File: src/rtl/data_mem_arbiter.sv
// -----------------------------------------------------------------------------
// data_mem_arbiter
//
// Shares one single-ported, byte-addressed data memory between two masters.
// Port 0 is the pipeline MEM stage and port 1 is a secondary master such as a
// loader or debug port. Each access uses a req/ack handshake. Ties are broken
// round-robin. Every access runs as one IDLE -> SERVE -> IDLE pass.
//
// Ports
//   clk, rst                    clock, asynchronous active-high reset
//   req*_i, we*_i               request level, write(1)/read(0)
//   addr*_i, wdata*_i           byte address and write data, stable until ack
//   ack*_o                      one-cycle completion pulse
//   rdata*_o                    read data, held until the next read on that port
//   stall0_o                    pipeline stall, equal to req0 & ~ack0
//   err_o                       pulses with ack for a misaligned/out-of-range access
//   busy_o                      high while an access is being served
//   mem_we_o, mem_re_o,
//   mem_addr_o, mem_wdata_o     memory control, all zero in IDLE
//   mem_rdata_i                 memory read data (combinational read)
// -----------------------------------------------------------------------------
module data_mem_arbiter #(
  parameter int WORD_SIZE = 32,
  parameter int MEM_SIZE  = 1024
) (
  input  logic                 clk,
  input  logic                 rst,
  input  logic                 req0_i,
  input  logic                 we0_i,
  input  logic [WORD_SIZE-1:0] addr0_i,
  input  logic [WORD_SIZE-1:0] wdata0_i,
  output logic                 ack0_o,
  output logic [WORD_SIZE-1:0] rdata0_o,
  output logic                 stall0_o,
  input  logic                 req1_i,
  input  logic                 we1_i,
  input  logic [WORD_SIZE-1:0] addr1_i,
  input  logic [WORD_SIZE-1:0] wdata1_i,
  output logic                 ack1_o,
  output logic [WORD_SIZE-1:0] rdata1_o,
  output logic                 err_o,
  output logic                 busy_o,
  output logic                 mem_we_o,
  output logic                 mem_re_o,
  output logic [WORD_SIZE-1:0] mem_addr_o,
  output logic [WORD_SIZE-1:0] mem_wdata_o,
  input  logic [WORD_SIZE-1:0] mem_rdata_i
);

  typedef enum logic {IDLE = 1'b0, SERVE = 1'b1} state_t;

  localparam logic [WORD_SIZE-1:0] MEM_LIMIT = WORD_SIZE'(MEM_SIZE);

  state_t               state_q, state_d;
  logic                 sel_q, sel_d;
  logic                 lat_we_q, lat_we_d;
  logic [WORD_SIZE-1:0] lat_addr_q, lat_addr_d;
  logic [WORD_SIZE-1:0] lat_wdata_q, lat_wdata_d;
  logic                 bad_q, bad_d;
  logic                 last_q, last_d;
  logic                 ack0_q, ack0_d;
  logic                 ack1_q, ack1_d;
  logic                 err_q, err_d;
  logic [WORD_SIZE-1:0] rdata0_q, rdata0_d;
  logic [WORD_SIZE-1:0] rdata1_q, rdata1_d;

  // A port in its own ack cycle is not eligible. This stops a port whose req
  // is still high from being granted again on the completion it just got.
  logic                 elig0, elig1, gnt;
  logic                 g_we;
  logic [WORD_SIZE-1:0] g_addr, g_wdata;

  always_comb begin
    // NOTE: every variable gets a default before any branch so that no path
    // leaves it unassigned; otherwise a latch is inferred.
    state_d     = state_q;
    sel_d       = sel_q;
    lat_we_d    = lat_we_q;
    lat_addr_d  = lat_addr_q;
    lat_wdata_d = lat_wdata_q;
    bad_d       = bad_q;
    last_d      = last_q;
    ack0_d      = 1'b0;
    ack1_d      = 1'b0;
    err_d       = 1'b0;
    rdata0_d    = rdata0_q;
    rdata1_d    = rdata1_q;

    elig0   = req0_i & ~ack0_q;
    elig1   = req1_i & ~ack1_q;
    // On a tie the port that was not granted last wins; otherwise the only
    // eligible port wins.
    gnt     = (elig0 & elig1) ? ~last_q : elig1;
    g_we    = gnt ? we1_i    : we0_i;
    g_addr  = gnt ? addr1_i  : addr0_i;
    g_wdata = gnt ? wdata1_i : wdata0_i;

    unique case (state_q)
      IDLE: begin
        if (elig0 | elig1) begin
          state_d     = SERVE;
          sel_d       = gnt;
          last_d      = gnt;
          lat_we_d    = g_we;
          lat_addr_d  = g_addr;
          lat_wdata_d = g_wdata;
          bad_d       = (g_addr[1:0] != 2'b00) || (g_addr >= MEM_LIMIT);
        end
      end
      SERVE: begin
        state_d = IDLE;
        err_d   = bad_q;
        if (sel_q) ack1_d = 1'b1;
        else       ack0_d = 1'b1;
        if (!lat_we_q) begin
          if (sel_q) rdata1_d = bad_q ? '0 : mem_rdata_i;
          else       rdata0_d = bad_q ? '0 : mem_rdata_i;
        end
      end
      default: state_d = IDLE;
    endcase
  end

  // NOTE: sequential state uses non-blocking assignments so that every
  // register samples the pre-edge values regardless of statement order.
  always_ff @(posedge clk or posedge rst) begin
    if (rst) begin
      state_q     <= IDLE;
      sel_q       <= 1'b0;
      lat_we_q    <= 1'b0;
      lat_addr_q  <= '0;
      lat_wdata_q <= '0;
      bad_q       <= 1'b0;
      last_q      <= 1'b1;
      ack0_q      <= 1'b0;
      ack1_q      <= 1'b0;
      err_q       <= 1'b0;
      rdata0_q    <= '0;
      rdata1_q    <= '0;
    end else begin
      state_q     <= state_d;
      sel_q       <= sel_d;
      lat_we_q    <= lat_we_d;
      lat_addr_q  <= lat_addr_d;
      lat_wdata_q <= lat_wdata_d;
      bad_q       <= bad_d;
      last_q      <= last_d;
      ack0_q      <= ack0_d;
      ack1_q      <= ack1_d;
      err_q       <= err_d;
      rdata0_q    <= rdata0_d;
      rdata1_q    <= rdata1_d;
    end
  end

  // Memory controls are decoded from state, so a reset during SERVE drops
  // mem_we at once and the aborted write never commits.
  logic serving;
  assign serving     = (state_q == SERVE);
  assign busy_o      = serving;
  assign mem_we_o    = serving & lat_we_q & ~bad_q;
  assign mem_re_o    = serving & ~lat_we_q;
  assign mem_addr_o  = serving ? {lat_addr_q[WORD_SIZE-1:2], 2'b00} : '0;
  assign mem_wdata_o = serving ? lat_wdata_q : '0;

  assign ack0_o   = ack0_q;
  assign ack1_o   = ack1_q;
  assign err_o    = err_q;
  assign rdata0_o = rdata0_q;
  assign rdata1_o = rdata1_q;
  assign stall0_o = req0_i & ~ack0_q;

endmodule

File: config.mk
export PLATFORM = sky130hd
export DESIGN_NAME = data_mem_arbiter
export DESIGN_NICKNAME = d
export VERILOG_FILES = /design/src/rtl/data_mem_arbiter.sv
export SDC_FILE = /design/constraint.sdc
export NUM_CORES = 1
export LEC_CHECK = 0
export ABC_AREA = 0
export CORE_ASPECT_RATIO = 0.6
export CORE_MARGIN = 1
export CORE_UTILIZATION = 31
export CTS_BUF_LIST = sky130_fd_sc_hd__clkbuf_16
export CTS_CLUSTER_SIZE = 16
export DETAILED_ROUTE_END_ITERATION = 12
export PLACE_DENSITY_LB_ADDON = 0.25
export SETUP_SLACK_MARGIN = 0.3
export SYNTH_ARGS = -nofsm -noshare
export SYNTH_HDL_FRONTEND = slang
export SYNTH_SLANG_ARGS = --single-unit
export TNS_END_PERCENT = 50
File: constraint.sdc
create_clock -name clk -period 11.2 [get_ports clk]
set_clock_uncertainty 0.2 [all_clocks]
set_input_delay 2.24 -clock clk [delete_from_list [all_inputs] [get_ports clk]]
set_output_delay 2.24 -clock clk [all_outputs]
set_load 0.005 [all_outputs]
==> results of run 1 <==
==> cells in the final DEF, fill, tap and decap left out <==
cell type        instances
o211ai_1                 1
a21oi_1                 63
clkbuf_16               17
nand2_2                  2
clkinv_4                 2
nor2_1                  64
nand2b_1                34
nand4_1                  2
nor2b_1                  2
inv_8                    4
a31oi_1                  1
dfrtp_2                  1
dfrtp_1                132
buf_4                    6
a21oi_4                  1
bufinv_16                1
nand2_1                 64
inv_6                    6
o22ai_1                  3
nor4_1                   8
clkdlybuf4s50_1        298
and3b_1                  2
conb_1                   2
dfstp_2                  1
nor3_1                   2
mux2i_1                 63
inv_1                    3
or2_4                    1
or4_1                    3
o21ai_0                 64
and2_1                  64
clkinvlp_4               3
==> registers in the layout, summed over array words and instances, names as in the netlist <==
register,cells
rdata0_o,32
last_q,1
lat_wdata_q,32
bad_q,1
rdata1_o,32
lat_we_q,1
sel_q,1
ack0_o,1
err_o,1
busy_o,1
ack1_o,1
lat_addr_q,30
==> layout make-up <==
type	instances	area [sq um]
clock inverter	15	159
clock buffer	17	425
inverter	4	20.0
fill	1848	9290
multi-input combinational	446	2560
sequential	134	3360
timing repair buffer	304	3030
tap	266	333
==> power groups by stage <==
stage,Clock (mW),Sequential [mW],Combinational (mW)
global placement,0,0.832,1.11
floorplan,0,0.817,0.494
global route,0.600,0.859,1.22
CTS,0.577,0.830,1.12
detailed placement,0,0.837,1.12
finish,0.563,0.827,1.10
==> per-layer routing <==
layer	global-route usage, %	part of all wire, %
met1	25.3	47
met2	27.0	43
met3	7.03	9.0
met4	4.17	0.41
met5	0	0
==> metrics by stage <==
step                      cells  utilization (%)  hold WS, ps  worst slack (ps)  power (mW)
after global routing       1186             51.5          299              5350        2.68
after CTS                  1186             51.5          283              5390        2.53
after floorplan             630                -          238              5180        1.31
after detailed placement   1154             48.5          269              5380        1.96
after global placement     1154             48.5          261              5390        1.94
final                      1186             51.5          279              5390        2.49
==> worst min-delay path, stage by stage, from the launching register on <==
cell,delay [ps]
dfrtp_1,340
nand2_1,50
o21ai_0,60
==> kinds of logic after synthesis <==
family | Yosys count
multiplexers | 63
AO/OA/AOI/OAI | 133
buffers and inverters | 50
other | 1
AND/OR/NAND/NOR | 248
flip-flops | 134
==> path summary, 6_finish.rpt <==
check	startpoint	end	slack, ps	cells past startpoint
worst max-delay path	req0_i	stall0_o	5390	4
worst min-delay path	rdata0_o[19]	rdata0_o[19]	280	2
worst max register to register	busy_o	rdata1_o[19]	8390	5
worst min register to register	rdata0_o[19]	rdata0_o[19]	280	2
max in group asynchronous	rst	rdata0_o[6]	7450	3
min in group asynchronous	rst	rdata0_o[21]	2130	2
==> results.toml, run 1 <==
[pwr]
switching_share_pct = 33.7
p_sw_mw = 0.840
p_int_mw = 1.65
leakagePower_nw = 4.17
pwr-share-clk_pct = 22.6
vdd.ir_drop.worst_mv = 0.110
seqPwrFrac_pct = 33.2
cellPowerDensity_nw_per_um2 = 252
combPwrFrac_pct = 44.3

[synth]
synthAdderAreaFrac_pct = 0
synth_seq_area_share_pct = 54.8
yosys-top-cells-count = "dfrtp_1 (133), nand2_1 (66)"
ys.flop_type = "dfrtp_1"
ys_ff_latch = 134
synth_edf_count = 0
async_flop_share_pct = 100
ys_warn_count = 0
synth_top_family_by_area = "simple AND/OR/NAND/NOR gates"
synth_compound_area_share_pct = 11.0
syn_avg_cell_area_sq_um = 9.72
synth.distinct_cells = 25
synth_mux_area_share_pct = 10.3
synth-simple-area-share_pct = 20.2
synth_top_cell_by_area = "dfrtp_1"
netlist.area_leader.share_pct = 54.4
yosys-top-cells-area = "dfrtp_1 (54%), mux2i_1 (10%), and2_1 (6.5%), a21oi_1 (5.2%), o21ai_0 (5.2%)"
synth_cells = 629
yosysMostFrequentCell = "dfrtp_1"
synth_xor_xnor_area_share_pct = 0
synth_area_sq_um = 6120

[clock_network]
cts_root_buffer = "clkbuf_16"
clk_pin_slew_worst_paths_ps = 60
post_cts_buffers = 0
numCtsBuffers = 17
clock_sinks = 134
hold_buffers = 0
tritoncts = "yes"
clock_latency_ps = 400
clk_path_buf_depth = 2
cts_resized = 0
cts_htree_levels = 4

[global_route]
grt_max_degree = 86
track_usage_pct = 18.3
grt_pass1_vias = 5250
gr-total-overflow = 0
antenna_found_initial = 0
grt_pass1_wl_um = 29200

[critical_path]
end_kind = "output pin"
crit_slowest_cell = "clkdlybuf4s50_1"
critPathBufInv = 3
cp-start-kind = "input port"
required_ps = 8760
max_stage_delay_ps = 490
path_class = "in -> out"
cp_top_family = "buffers and inverters"
cp_cell_sequence = "clkdlybuf4s50_1 -> nand2b_1 -> inv_1 -> clkdlybuf4s50_1"
critPathMaxFanout = 2
crit_top_cell = "clkdlybuf4s50_1"
crit_arrival_ps = 3370

[drt]
wl_per_cell_um = 15.4
ant_nets = 0
drtIter0Drc = 247
via_count = 5317
route.detailed.drc = 0
drt_pass1_iterations = 4
wirelength_um = 18200
drt-vias-per-instance = 4.48

[placed_design]
dpl_cell_area_sq_um = 9300
io_buffers = 298
hpwlAfterDp_um = 12800
gp_congestion = 0.753

[status]
outcome = "finished, final reports clean"

[die]
core_sq_um = 19200
die_x_um = 183
row_count = 39
fp.dieArea_sq_um = 20300
die_height_um = 111
ios = 301
start_util_pct = 31.9

[finish]
area_delta_synth_final_pct = 61.6
nets = 1073
fin_area_sq_um = 9880
drive_above_1_share_pct = 4.89
n_antenna_cell = 0

[worst_hold_path]
holdCritPathClass = "reg -> reg"

[timing]
final.period_utilization_pct = 51.9
slew_headroom_pct = 29.9
setup_tns_ps = 0
finalMaxSlewViolations = 0
setup_viol = 0
finalHoldViolCount = 0
period_needed_ps = 5810
grt_setup_unrepaired = "no"
tightest_slew_ps = 1050
fmax_mhz = 172

[job]
cap_violations = 0
No activity file was read; power rests on OpenSTA's default activity.
==> inputs of run 2 (changes only) <==
==> constraint.sdc (replaced) <==
create_clock -name clk -period 5.5 [get_ports clk]
set_clock_uncertainty 0.2 [all_clocks]
set_input_delay 1.1 -clock clk [delete_from_list [all_inputs] [get_ports clk]]
set_output_delay 1.1 -clock clk [all_outputs]
set_load 0.005 [all_outputs]
==> results.toml, run 2 (same netlist as run 1, synthesis figures left out) <==
[drt]
wl_per_cell_um = 15.6
via_count = 5349
route.detailed.drc = 0
drt_pass1_iterations = 6
ant_nets = 0
wirelength_um = 18500
drt-vias-per-instance = 4.51
drtIter0Drc = 322

[timing]
setup_tns_ps = 0
timing.hold.ws_ps = 277
fin_ws_ps = 1880
setup_viol = 0
tightest_slew_ps = 1040
finalHoldViolCount = 0
period_needed_ps = 3620
finalMaxSlewViolations = 0
grt_setup_unrepaired = "no"
slew_headroom_pct = 30.2
final.period_utilization_pct = 65.8
fmax_mhz = 276

[critical_path]
crit_slowest_cell = "dfrtp_2"
cp-start-kind = "register"
critPathBufInv = 2
cp_cell_sequence = "buf_4 -> and2_1 -> clkdlybuf4s50_1"
regToRegSetupSlack_ps = 2870
path_class = "reg -> out"
max_stage_delay_ps = 800
cp_top_family = "buffers and inverters"
critPathMaxFanout = 43
required_ps = 4200
crit_arrival_ps = 2320
end_kind = "output pin"

[status]
outcome = "finished, final reports clean"

[placed_design]
hpwlAfterDp_um = 13100
pre_cts_slack_ps = 1790
gp_congestion = 0.770
place_inst = 1154
io_buffers = 298
dpl_cell_area_sq_um = 9300

[finish]
final_common_cell = "clkdlybuf4s50_1"
nets = 1073
drive_above_1_share_pct = 4.78
final_cell_mix = "clkdlybuf4s50_1 (298), dfrtp_1 (132)"
fin_cells = 1187
area_delta_synth_final_pct = 62.2
fin_area_sq_um = 9920

[clock_network]
clk_path_buf_depth = 2
cts_htree_levels = 4
tritoncts = "yes"
clock_latency_ps = 400
cts_root_buffer = "clkbuf_16"
clock_sinks = 134
post_cts_buffers = 0
clk_pin_slew_worst_paths_ps = 60
hold_buffers = 0
cts_resized = 0
numCtsBuffers = 17

[global_route]
antenna_found_initial = 1
gr-total-overflow = 0
grt_pass1_wl_um = 29700
track_usage_pct = 18.7
grt_max_degree = 103
grt_pass1_vias = 5452

[die]
die_height_um = 111
start_util_pct = 31.9
row_count = 39
core_sq_um = 19200
ios = 301
fp.dieArea_sq_um = 20300
die_x_um = 183

[worst_hold_path]
holdCritPathClass = "reg -> reg"

[job]
cap_violations = 0

[pwr]
cellPowerDensity_nw_per_um2 = 518
leakagePower_nw = 4.19
vdd.ir_drop.worst_mv = 0.300
==> run 2: report_power, final <==
part           switching [mW]  internal [mW]
Sequential              0.273           1.44
Combinational           0.938           1.28
Clock                   0.473          0.726
==> run 2: stage by stage <==
| stage | total power, mW | util [%] |
|---|---|---|
| final | 5.14 | 51.7 |
| after global routing | 5.51 | 51.7 |
| after CTS | 5.21 | 51.7 |
| after detailed placement | 3.98 | 48.5 |
| after global placement | 3.95 | 48.5 |
| after floorplan | 2.67 | - |
==> run 2: final timing paths <==
kind,from,to,depth (start not counted)
max,busy_o,mem_wdata_o[19],3
max in group asynchronous,rst,lat_addr_q[25],3
max reg2reg,last_q,lat_wdata_q[12],5
min in group asynchronous,rst,lat_wdata_q[20],2
min,rdata1_o[24],rdata1_o[24],2
min reg2reg,rdata1_o[24],rdata1_o[24],2
==> run 2: per-layer routing <==
layer / vias to the layer above / share of wire [%] / GRT usage (%)
met5: - / 0 / 0
met4: 0 / 1.2 / 5.00
met3: 19 / 9.1 / 7.26
met2: 190 / 44 / 28.9
met1: 2463 / 46 / 24.3
li1: 2677 / - / -
==> run 2: worst register-to-register path: stages (launching register included) <==
cell	delay [ps]
dfstp_2	540
and3b_1	210
or2_4	810
buf_4	410
mux2i_1	240
a21oi_1	80
==> run 2: area by class of cell <==
class	instances	area [sq um]
diodes	1	2.50
clock buffers	17	425
clock inverters	15	193
fillers	1778	9260
inverters	4	20.0
multi-input cells	446	2560
flip-flops and latches	134	3360
well taps	266	333
repair buffers	304	3030
